File: src/rtl/regfile_param_if.sv
// Register file bus: write, reserve, clear and the two read ports.
// The master side drives requests and read addresses; the slave side
// (the register file) answers with read data, busy flags and sweep status.
`timescale 1ns/1ps
interface regfile_param_if #(
  parameter int WIDTH  = 32,
  parameter int ADDR_W = 5
) ();
  logic              ctrl_writeEnable;
  logic [ADDR_W-1:0] ctrl_writeReg;
  logic [WIDTH-1:0]  data_writeReg;
  logic              ctrl_reserve;
  logic [ADDR_W-1:0] ctrl_reserveReg;
  logic              ctrl_clear;
  logic [ADDR_W-1:0] ctrl_readRegA;
  logic [ADDR_W-1:0] ctrl_readRegB;
  logic [WIDTH-1:0]  data_readRegA;
  logic [WIDTH-1:0]  data_readRegB;
  logic              busy_readRegA;
  logic              busy_readRegB;
  logic              clear_busy;

  modport master (
    output ctrl_writeEnable, ctrl_writeReg, data_writeReg,
    output ctrl_reserve, ctrl_reserveReg, ctrl_clear,
    output ctrl_readRegA, ctrl_readRegB,
    input  data_readRegA, data_readRegB,
    input  busy_readRegA, busy_readRegB, clear_busy
  );

  modport slave (
    input  ctrl_writeEnable, ctrl_writeReg, data_writeReg,
    input  ctrl_reserve, ctrl_reserveReg, ctrl_clear,
    input  ctrl_readRegA, ctrl_readRegB,
    output data_readRegA, data_readRegB,
    output busy_readRegA, busy_readRegB, clear_busy
  );
endinterface

File: src/rtl/regfile_param.sv
// Parametrised register file with optional hardwired-zero register 0,
// optional write-to-read forwarding, a per-register busy scoreboard and a
// sequencer that zeroes every location one per cycle without a reset.
`timescale 1ns/1ps
module regfile_param #(
  parameter int WIDTH     = 32,
  parameter int ADDR_W    = 5,
  parameter int ZERO_REG0 = 1,
  parameter int BYPASS    = 1
) (
  input  logic           clock,
  input  logic           ctrl_reset_n,
  regfile_param_if.slave bus
);

  localparam int DEPTH = 1 << ADDR_W;
  localparam logic [ADDR_W-1:0] LAST_ADDR = ADDR_W'(DEPTH - 1);

  typedef enum logic {IDLE, SWEEP} state_t;

  state_t            state_q, state_d;
  logic [ADDR_W-1:0] counter_q, counter_d;
  logic [WIDTH-1:0]  regFile_q [DEPTH];
  logic [DEPTH-1:0]  busy_q;

  logic              isIdle;
  logic              writeValid;
  logic              reserveValid;
  logic              bypassOn;

  logic [ADDR_W-1:0] rdAddr [2];
  logic [WIDTH-1:0]  rdData [2];
  logic              rdBusy [2];

  // Qualify requests: only accepted in IDLE, and never against a hardwired r0
  always_comb begin
    isIdle       = (state_q == IDLE);
    writeValid   = isIdle && bus.ctrl_writeEnable &&
                   !((ZERO_REG0 != 0) && (bus.ctrl_writeReg == '0));
    reserveValid = isIdle && bus.ctrl_reserve &&
                   !((ZERO_REG0 != 0) && (bus.ctrl_reserveReg == '0));
    bypassOn     = (BYPASS != 0) && ctrl_reset_n && writeValid;
  end

  // Sweep sequencer state and address counter
  always_ff @(posedge clock or negedge ctrl_reset_n) begin
    if (!ctrl_reset_n) begin
      state_q   <= IDLE;
      counter_q <= '0;
    end else begin
      state_q   <= state_d;
      counter_q <= counter_d;
    end
  end

  // Next-state: start on ctrl_clear, walk every address, wrap back to IDLE
  always_comb begin
    state_d   = state_q;
    counter_d = counter_q;
    case (state_q)
      IDLE: begin
        if (bus.ctrl_clear) begin
          state_d   = SWEEP;
          counter_d = '0;
        end
      end
      SWEEP: begin
        counter_d = counter_q + 1'b1;
        if (counter_q == LAST_ADDR) begin
          state_d = IDLE;
        end
      end
      default: begin
        state_d   = IDLE;
        counter_d = '0;
      end
    endcase
  end

  // Storage: sweep zeroes one location per cycle, otherwise accept writes
  always_ff @(posedge clock or negedge ctrl_reset_n) begin
    if (!ctrl_reset_n) begin
      for (int i = 0; i < DEPTH; i++) begin
        regFile_q[i] <= '0;
      end
    end else if (state_q == SWEEP) begin
      regFile_q[counter_q] <= '0;
    end else if (writeValid) begin
      regFile_q[bus.ctrl_writeReg] <= bus.data_writeReg;
    end
  end

  // Scoreboard: write retires a producer, reserve (applied last) wins a tie
  always_ff @(posedge clock or negedge ctrl_reset_n) begin
    if (!ctrl_reset_n) begin
      busy_q <= '0;
    end else if (state_q == SWEEP) begin
      busy_q[counter_q] <= 1'b0;
    end else begin
      if (writeValid) begin
        busy_q[bus.ctrl_writeReg] <= 1'b0;
      end
      if (reserveValid) begin
        busy_q[bus.ctrl_reserveReg] <= 1'b1;
      end
    end
  end

  assign rdAddr[0] = bus.ctrl_readRegA;
  assign rdAddr[1] = bus.ctrl_readRegB;

  // Read ports: stored value, forwarded write data, or a hardwired zero
  always_comb begin
    for (int p = 0; p < 2; p++) begin
      rdData[p] = regFile_q[rdAddr[p]];
      rdBusy[p] = busy_q[rdAddr[p]];
      if (bypassOn && (rdAddr[p] == bus.ctrl_writeReg)) begin
        rdData[p] = bus.data_writeReg;
        if (!(reserveValid && (bus.ctrl_reserveReg == rdAddr[p]))) begin
          rdBusy[p] = 1'b0;
        end
      end
      if ((ZERO_REG0 != 0) && (rdAddr[p] == '0)) begin
        rdData[p] = '0;
        rdBusy[p] = 1'b0;
      end
    end
  end

  assign bus.data_readRegA = rdData[0];
  assign bus.data_readRegB = rdData[1];
  assign bus.busy_readRegA = rdBusy[0];
  assign bus.busy_readRegB = rdBusy[1];
  assign bus.clear_busy    = (state_q == SWEEP);

endmodule

File: src/flat_wrapper.sv
// flat-port wrapper written by rule: the top's interface ports become plain ports
module regfile_param_flat 
#(
  parameter int WIDTH     = 32,
  parameter int ADDR_W    = 5,
  parameter int ZERO_REG0 = 1,
  parameter int BYPASS    = 1
)
  (clock, ctrl_reset_n, bus_ctrl_writeEnable, bus_ctrl_writeReg, bus_data_writeReg, bus_ctrl_reserve, bus_ctrl_reserveReg, bus_ctrl_clear, bus_ctrl_readRegA, bus_ctrl_readRegB, bus_data_readRegA, bus_data_readRegB, bus_busy_readRegA, bus_busy_readRegB, bus_clear_busy);
  regfile_param_if #(.WIDTH(WIDTH), .ADDR_W(ADDR_W)) bus_i ();
  input  logic clock;
  input  logic ctrl_reset_n;
  input wire logic [$bits(bus_i.ctrl_writeEnable)-1:0] bus_ctrl_writeEnable;
  input wire logic [$bits(bus_i.ctrl_writeReg)-1:0] bus_ctrl_writeReg;
  input wire logic [$bits(bus_i.data_writeReg)-1:0] bus_data_writeReg;
  input wire logic [$bits(bus_i.ctrl_reserve)-1:0] bus_ctrl_reserve;
  input wire logic [$bits(bus_i.ctrl_reserveReg)-1:0] bus_ctrl_reserveReg;
  input wire logic [$bits(bus_i.ctrl_clear)-1:0] bus_ctrl_clear;
  input wire logic [$bits(bus_i.ctrl_readRegA)-1:0] bus_ctrl_readRegA;
  input wire logic [$bits(bus_i.ctrl_readRegB)-1:0] bus_ctrl_readRegB;
  output wire logic [$bits(bus_i.data_readRegA)-1:0] bus_data_readRegA;
  output wire logic [$bits(bus_i.data_readRegB)-1:0] bus_data_readRegB;
  output wire logic [$bits(bus_i.busy_readRegA)-1:0] bus_busy_readRegA;
  output wire logic [$bits(bus_i.busy_readRegB)-1:0] bus_busy_readRegB;
  output wire logic [$bits(bus_i.clear_busy)-1:0] bus_clear_busy;
  assign bus_i.ctrl_writeEnable = bus_ctrl_writeEnable;
  assign bus_i.ctrl_writeReg = bus_ctrl_writeReg;
  assign bus_i.data_writeReg = bus_data_writeReg;
  assign bus_i.ctrl_reserve = bus_ctrl_reserve;
  assign bus_i.ctrl_reserveReg = bus_ctrl_reserveReg;
  assign bus_i.ctrl_clear = bus_ctrl_clear;
  assign bus_i.ctrl_readRegA = bus_ctrl_readRegA;
  assign bus_i.ctrl_readRegB = bus_ctrl_readRegB;
  assign bus_data_readRegA = bus_i.data_readRegA;
  assign bus_data_readRegB = bus_i.data_readRegB;
  assign bus_busy_readRegA = bus_i.busy_readRegA;
  assign bus_busy_readRegB = bus_i.busy_readRegB;
  assign bus_clear_busy = bus_i.clear_busy;
  regfile_param #(.WIDTH(WIDTH), .ADDR_W(ADDR_W), .ZERO_REG0(ZERO_REG0), .BYPASS(BYPASS)) u_core (.clock(clock), .ctrl_reset_n(ctrl_reset_n), .bus(bus_i));
endmodule
File: config.mk
export PLATFORM = sky130hd
export DESIGN_NAME = regfile_param_flat
export DESIGN_NICKNAME = d
export VERILOG_FILES = /design/src/rtl/regfile_param_if.sv /design/src/rtl/regfile_param.sv /design/src/flat_wrapper.sv
export SDC_FILE = /design/constraint.sdc
export NUM_CORES = 2
export LEC_CHECK = 0
export BUFFER_PORTS_ARGS = -buffer_cell sky130_fd_sc_hd__buf_2
export CAP_MARGIN = 25
export CORE_MARGIN = 4
export CORE_UTILIZATION = 25
export CTS_CLUSTER_DIAMETER = 100
export DETAILED_ROUTE_END_ITERATION = 10
export SLEW_MARGIN = 10
export SYNTH_ARGS = -nofsm -noshare
export SYNTH_HDL_FRONTEND = slang
export SYNTH_SLANG_ARGS = --single-unit
File: constraint.sdc
create_clock -name clock -period 3.2 [get_ports clock]
set_input_delay 0.64 -clock clock [delete_from_list [all_inputs] [get_ports clock]]
set_output_delay 0.64 -clock clock [all_outputs]
set_load 0.005 [all_outputs]
==> results by group <==
Run status
  • Outcome: finished, violations left
  • Violations in the final reports: setup timing

GRT
  • Number of antenna violations at the first check in global routing: 5
  • GR Util All Layers: 0.189
  • Number of global-route vias before repair: 44,900
  • Wire length of the first global-routing pass: 328,000 µm
  • Maximum number of pins on one net before global-route repair: 175
  • Aggregate global routing overflow: 0

Cells and area
  • Area growth from synthesis to layout: 21.5%
  • Count of nets after finishing: 4,398
  • Layout Cells excl Fill: 7,401
  • Fill cell instance count of the final layout: 22,100
  • Area taken by multi-input logic gates: 28,200 µm²
  • Total area of sequential cells: 26,600 µm²
  • Final core utilization: 0.306
  • Proportion of layout cells with a drive suffix above 1: 0.341

Yosys
  • Post-synth design cell area: 56,200 µm²
  • Sequential-to-total area share from yosys stat: 0.473
  • Post-synthesis mux area share: 0.223
  • Dominant combinational cell family by area after synthesis: multiplexers
  • Fraction of registers with async set/reset: 1.00
  • Adder-cell share of the synthesized area: 0.00111
  • Synth Warn #: 0
  • Xor/xnor share of the synthesized area: 0.00343
  • Number of flip-flops and latches in the synthesized netlist: 1,062
  • Compound-cell area share of the yosys netlist: 0.215
  • Area fraction in and, or, nand and nor cells after synthesis: 0.0362
  • Most common flop cell mapped by yosys: dfrtp_1
  • Count of flip-flops with a built-in enable after synthesis: 0
  • Average cell area after synthesis: 13.5 µm²
  • Post-Syn Instances: 4,158
  • Net count after synthesis: 4,220
  • Count of cell types in the netlist: 66

Power
  • Part of the total power dissipated in the clock network: 0.362
  • Register share of total power: 0.427
  • Share of total power in combinational logic: 0.210
  • Sw Pwr: 11.2 mW
  • Power density normalized to cell area: 536 nW/µm²
  • Max VDD drop: 0.000505 V
  • Internal portion of total power: 25.4 mW
  • Leakage component of the power: 29.5 nW
  • Switching power as a share of total power: 0.305

Setup path
  • CP cell instances: nor2b_4 -> o311ai_4 -> or4_4 -> buf_4 -> clkbuf_16 -> buf_4 -> o21a_1 -> a211oi_4 -> buf_2
  • Worst setup path class: reg2out
  • Critical path buffer and inverter count: 4
  • Top cell family by delay on the critical path: buffers and inverters
  • Most Frequent Cell on Critical Path: buf_4
  • Slowest cell delay on critical path: 0.50 ns
  • Arrival time of data at the critical path endpoint: 3.11 ns
  • Setup crit end kind: output port
  • Largest driver fanout on the critical path: 5
  • CP Launch Type: flip-flop
  • CP max stage cell: dfrtp_2
  • Data required time of the critical path: 2.56 ns

Timing
  • Maximum clock frequency: 0.267 GHz
  • Share of the clock period used by the worst path: 1.17
  • Relative slew margins: 0.231
  • Setup TNS: -26.31 ns
  • Largest clock skew in the final design: 0.0287 ns
  • Number of slew-limit violations in the final report: 0
  • Transition time at the pin with the least slew margin: 1.15 ns
  • Setup repair after global routing missed its margin: true
  • Period minus WS final: 3.75 ns
  • Final-report hold violation count: 0
  • Final setup violation count: 66
  • Hold slack final: 0.119 ns
  • Setup WS post-layout: -0.548 ns

Run
  • Maximum capacitance violations: 0

Route
  • Detailed-route via count: 44,200
  • # DRC: 0
  • DRC marker count from the first detailed-route iteration: 5,569
  • Number of nets with antenna violations after detailed routing: 0
  • Detailed-router iteration count before antenna repair: 5
  • Routed wirelength normalized by instance count: 30.7 µm
  • Number of vias per cell: 5.97
  • Final Routed Wirelength: 227,000 µm

Placed design
  • Place WS: -0.556 ns
  • Global placement routability congestion: 0.955
  • HPWL after detailed placement: 144,000 µm
  • Post-placement cell count: 7,183
  • I/O Buffers: 123

Clocking
  • Maximum clock insertion buffer count: 3
  • H-Tree Depth: 3
  • Cell at the root of the clock tree: clkbuf_16
  • TritonCTS buffer count: 102
  • CTS tree: done
  • Hold-fix buffers, CTS: 0
  • Clock slew at reported path FFs: 0.07 ns
  • Clock latency of the later-clocked register in the worst-skew pair: 0.74 ns
  • Clock sink total: 1,062

Die
  • Width of the die: 482 µm
  • Initial core utilization: 0.252
  • Area of the core: 223,000 µm²
  • I/O Pins: 124
  • Die extent in y: 482 µm
  • Total Die Area: 232,000 µm²
  • Number of placement rows: 173

Hold path
  • Worst min-delay path category: in2async
-- worst register-to-register path: cells and delay by family, from the launching register on --
family	cells	cell delay, ns
AND/OR/NAND/NOR	3	1.22
buffers and inverters	3	1.04
flip-flops	1	0.50
AO/OA/AOI/OAI	1	0.27
-- stage by stage --
step | area (µm²) | total power [mW]
finish | 68300 | 36.6
global route | 68300 | 37.7
floorplan | 56200 | 19.6
detailed placement | 63600 | 23.2
global placement | 63500 | 23.1
CTS | 67800 | 36.5
-- synth_stat cells (all sizes together), types with 62 or more instances --
cell / instances / area share
a22o: 1020 / 0.16
dfrtp: 1062 / 0.47
mux2: 63 / 0.013
a211oi: 62 / 0.011
nand2: 85 / 0.0057
a211o: 62 / 0.0097
nor2: 100 / 0.0068
clkbuf: 376 / 0.025
mux4: 467 / 0.19
o22ai: 63 / 0.0070
mux2i: 133 / 0.024
buf: 191 / 0.022
-- layout make-up --
type / instances / share of cell area
diodes: 3 / 0.000110
clock buffers: 146 / 0.0433
clock inverters: 45 / 0.00890
inverters: 8 / 0.000458
multi-input cells: 2521 / 0.413
flip-flops and latches: 1062 / 0.389
well taps: 2975 / 0.0545
repair buffers: 641 / 0.0908
-- routing by layer --
| layer | part of all wire | global-route usage | routed length, µm | vias up |
|---|---|---|---|---|
| met5 | 0.000057 | 0 | 13 | - |
| met1 | 0.36 | 0.230 | 82400 | 23300 |
| met3 | 0.093 | 0.0439 | 21200 | 817 |
| met4 | 0.081 | 0.132 | 18400 | 2 |
| li1 | - | - | - | 17100 |
| met2 | 0.46 | 0.296 | 105000 | 3034 |
-- final timing paths --
path / start / endpoint / slack [ns] / cells after the start
max in group asynchronous: ctrl_reset_n / u_core.regFile_q[866]$_DFFE_PN0P_ / 1.41 / 4
min in group clock: bus_ctrl_clear / u_core.counter_q[1]$_DFFE_PN0P_ / 0.20 / 2
hold / removal: ctrl_reset_n / u_core.regFile_q[505]$_DFFE_PN0P_ / 0.12 / 3
setup reg to reg: u_core.bus.clear_busy$_DFF_PN0_ / u_core.regFile_q[773]$_DFFE_PN0P_ / 0.11 / 7
setup / recovery: u_core.bus.clear_busy$_DFF_PN0_ / bus_data_readRegA[22] / -0.55 / 9
hold reg to reg: u_core.regFile_q[1005]$_DFFE_PN0P_ / u_core.regFile_q[1005]$_DFFE_PN0P_ / 0.51 / 1
-- what timing repair did --
action | in CTS | in global routing
buffers inserted | 8 | 14
cloned | 1 | 6
endpoints found under the setup margin | 66 | 66
pin swaps | 13 | 24
gates resized for setup | 123 | 54
-- power groups by stage --
stage / clock (mW) / sequential, mW / combinational [mW]
after global placement: 0 / 15.7 / 7.35
after detailed placement: 0 / 15.8 / 7.44
final: 13.3 / 15.7 / 7.71
after CTS: 13.4 / 15.6 / 7.55
after floorplan: 0 / 15.5 / 4.17
after global routing: 13.9 / 15.8 / 8.00
-- placed cells by master (no fill, tap or decap), types with 23 or more instances in the layout --
cell type	netlist	final
a211o_1	62	61
a211oi_1	33	30
a211oi_2	29	27
a21oi_4	0	31
a22o_1	1020	1020
a22oi_1	33	33
a31oi_4	0	29
and2_1	38	38
and3_1	35	35
buf_12	0	108
buf_2	59	107
buf_4	65	387
buf_6	24	23
clkbuf_16	0	109
dfrtp_1	1062	1061
mux2_2	62	62
mux2i_1	133	133
mux4_2	467	467
nand2_1	85	85
nor2_1	98	65
nor2_4	0	29
nor2b_1	36	35
o211ai_1	32	32
o21a_1	31	28
o221ai_1	31	31
o22ai_1	63	63
or3_1	34	31
-- sequential cells by signal, summed over array words and instances (netlist names) --
| name | cells |
|---|---|
| u_core.bus.clear_busy | 1 |
| u_core.regFile_q | 1024 |
| u_core.counter_q | 5 |
| u_core.busy_q | 32 |
-- logic make-up after synthesis --
family,Yosys count
AOI/OAI and AO/OA,1444
xor gates and xnor gates,22
adders and majority gates,5
buffers and inverters,575
DFF,1062
muxes,663
and+or+nand+nor,387
No activity file was read; power rests on OpenSTA's default activity.
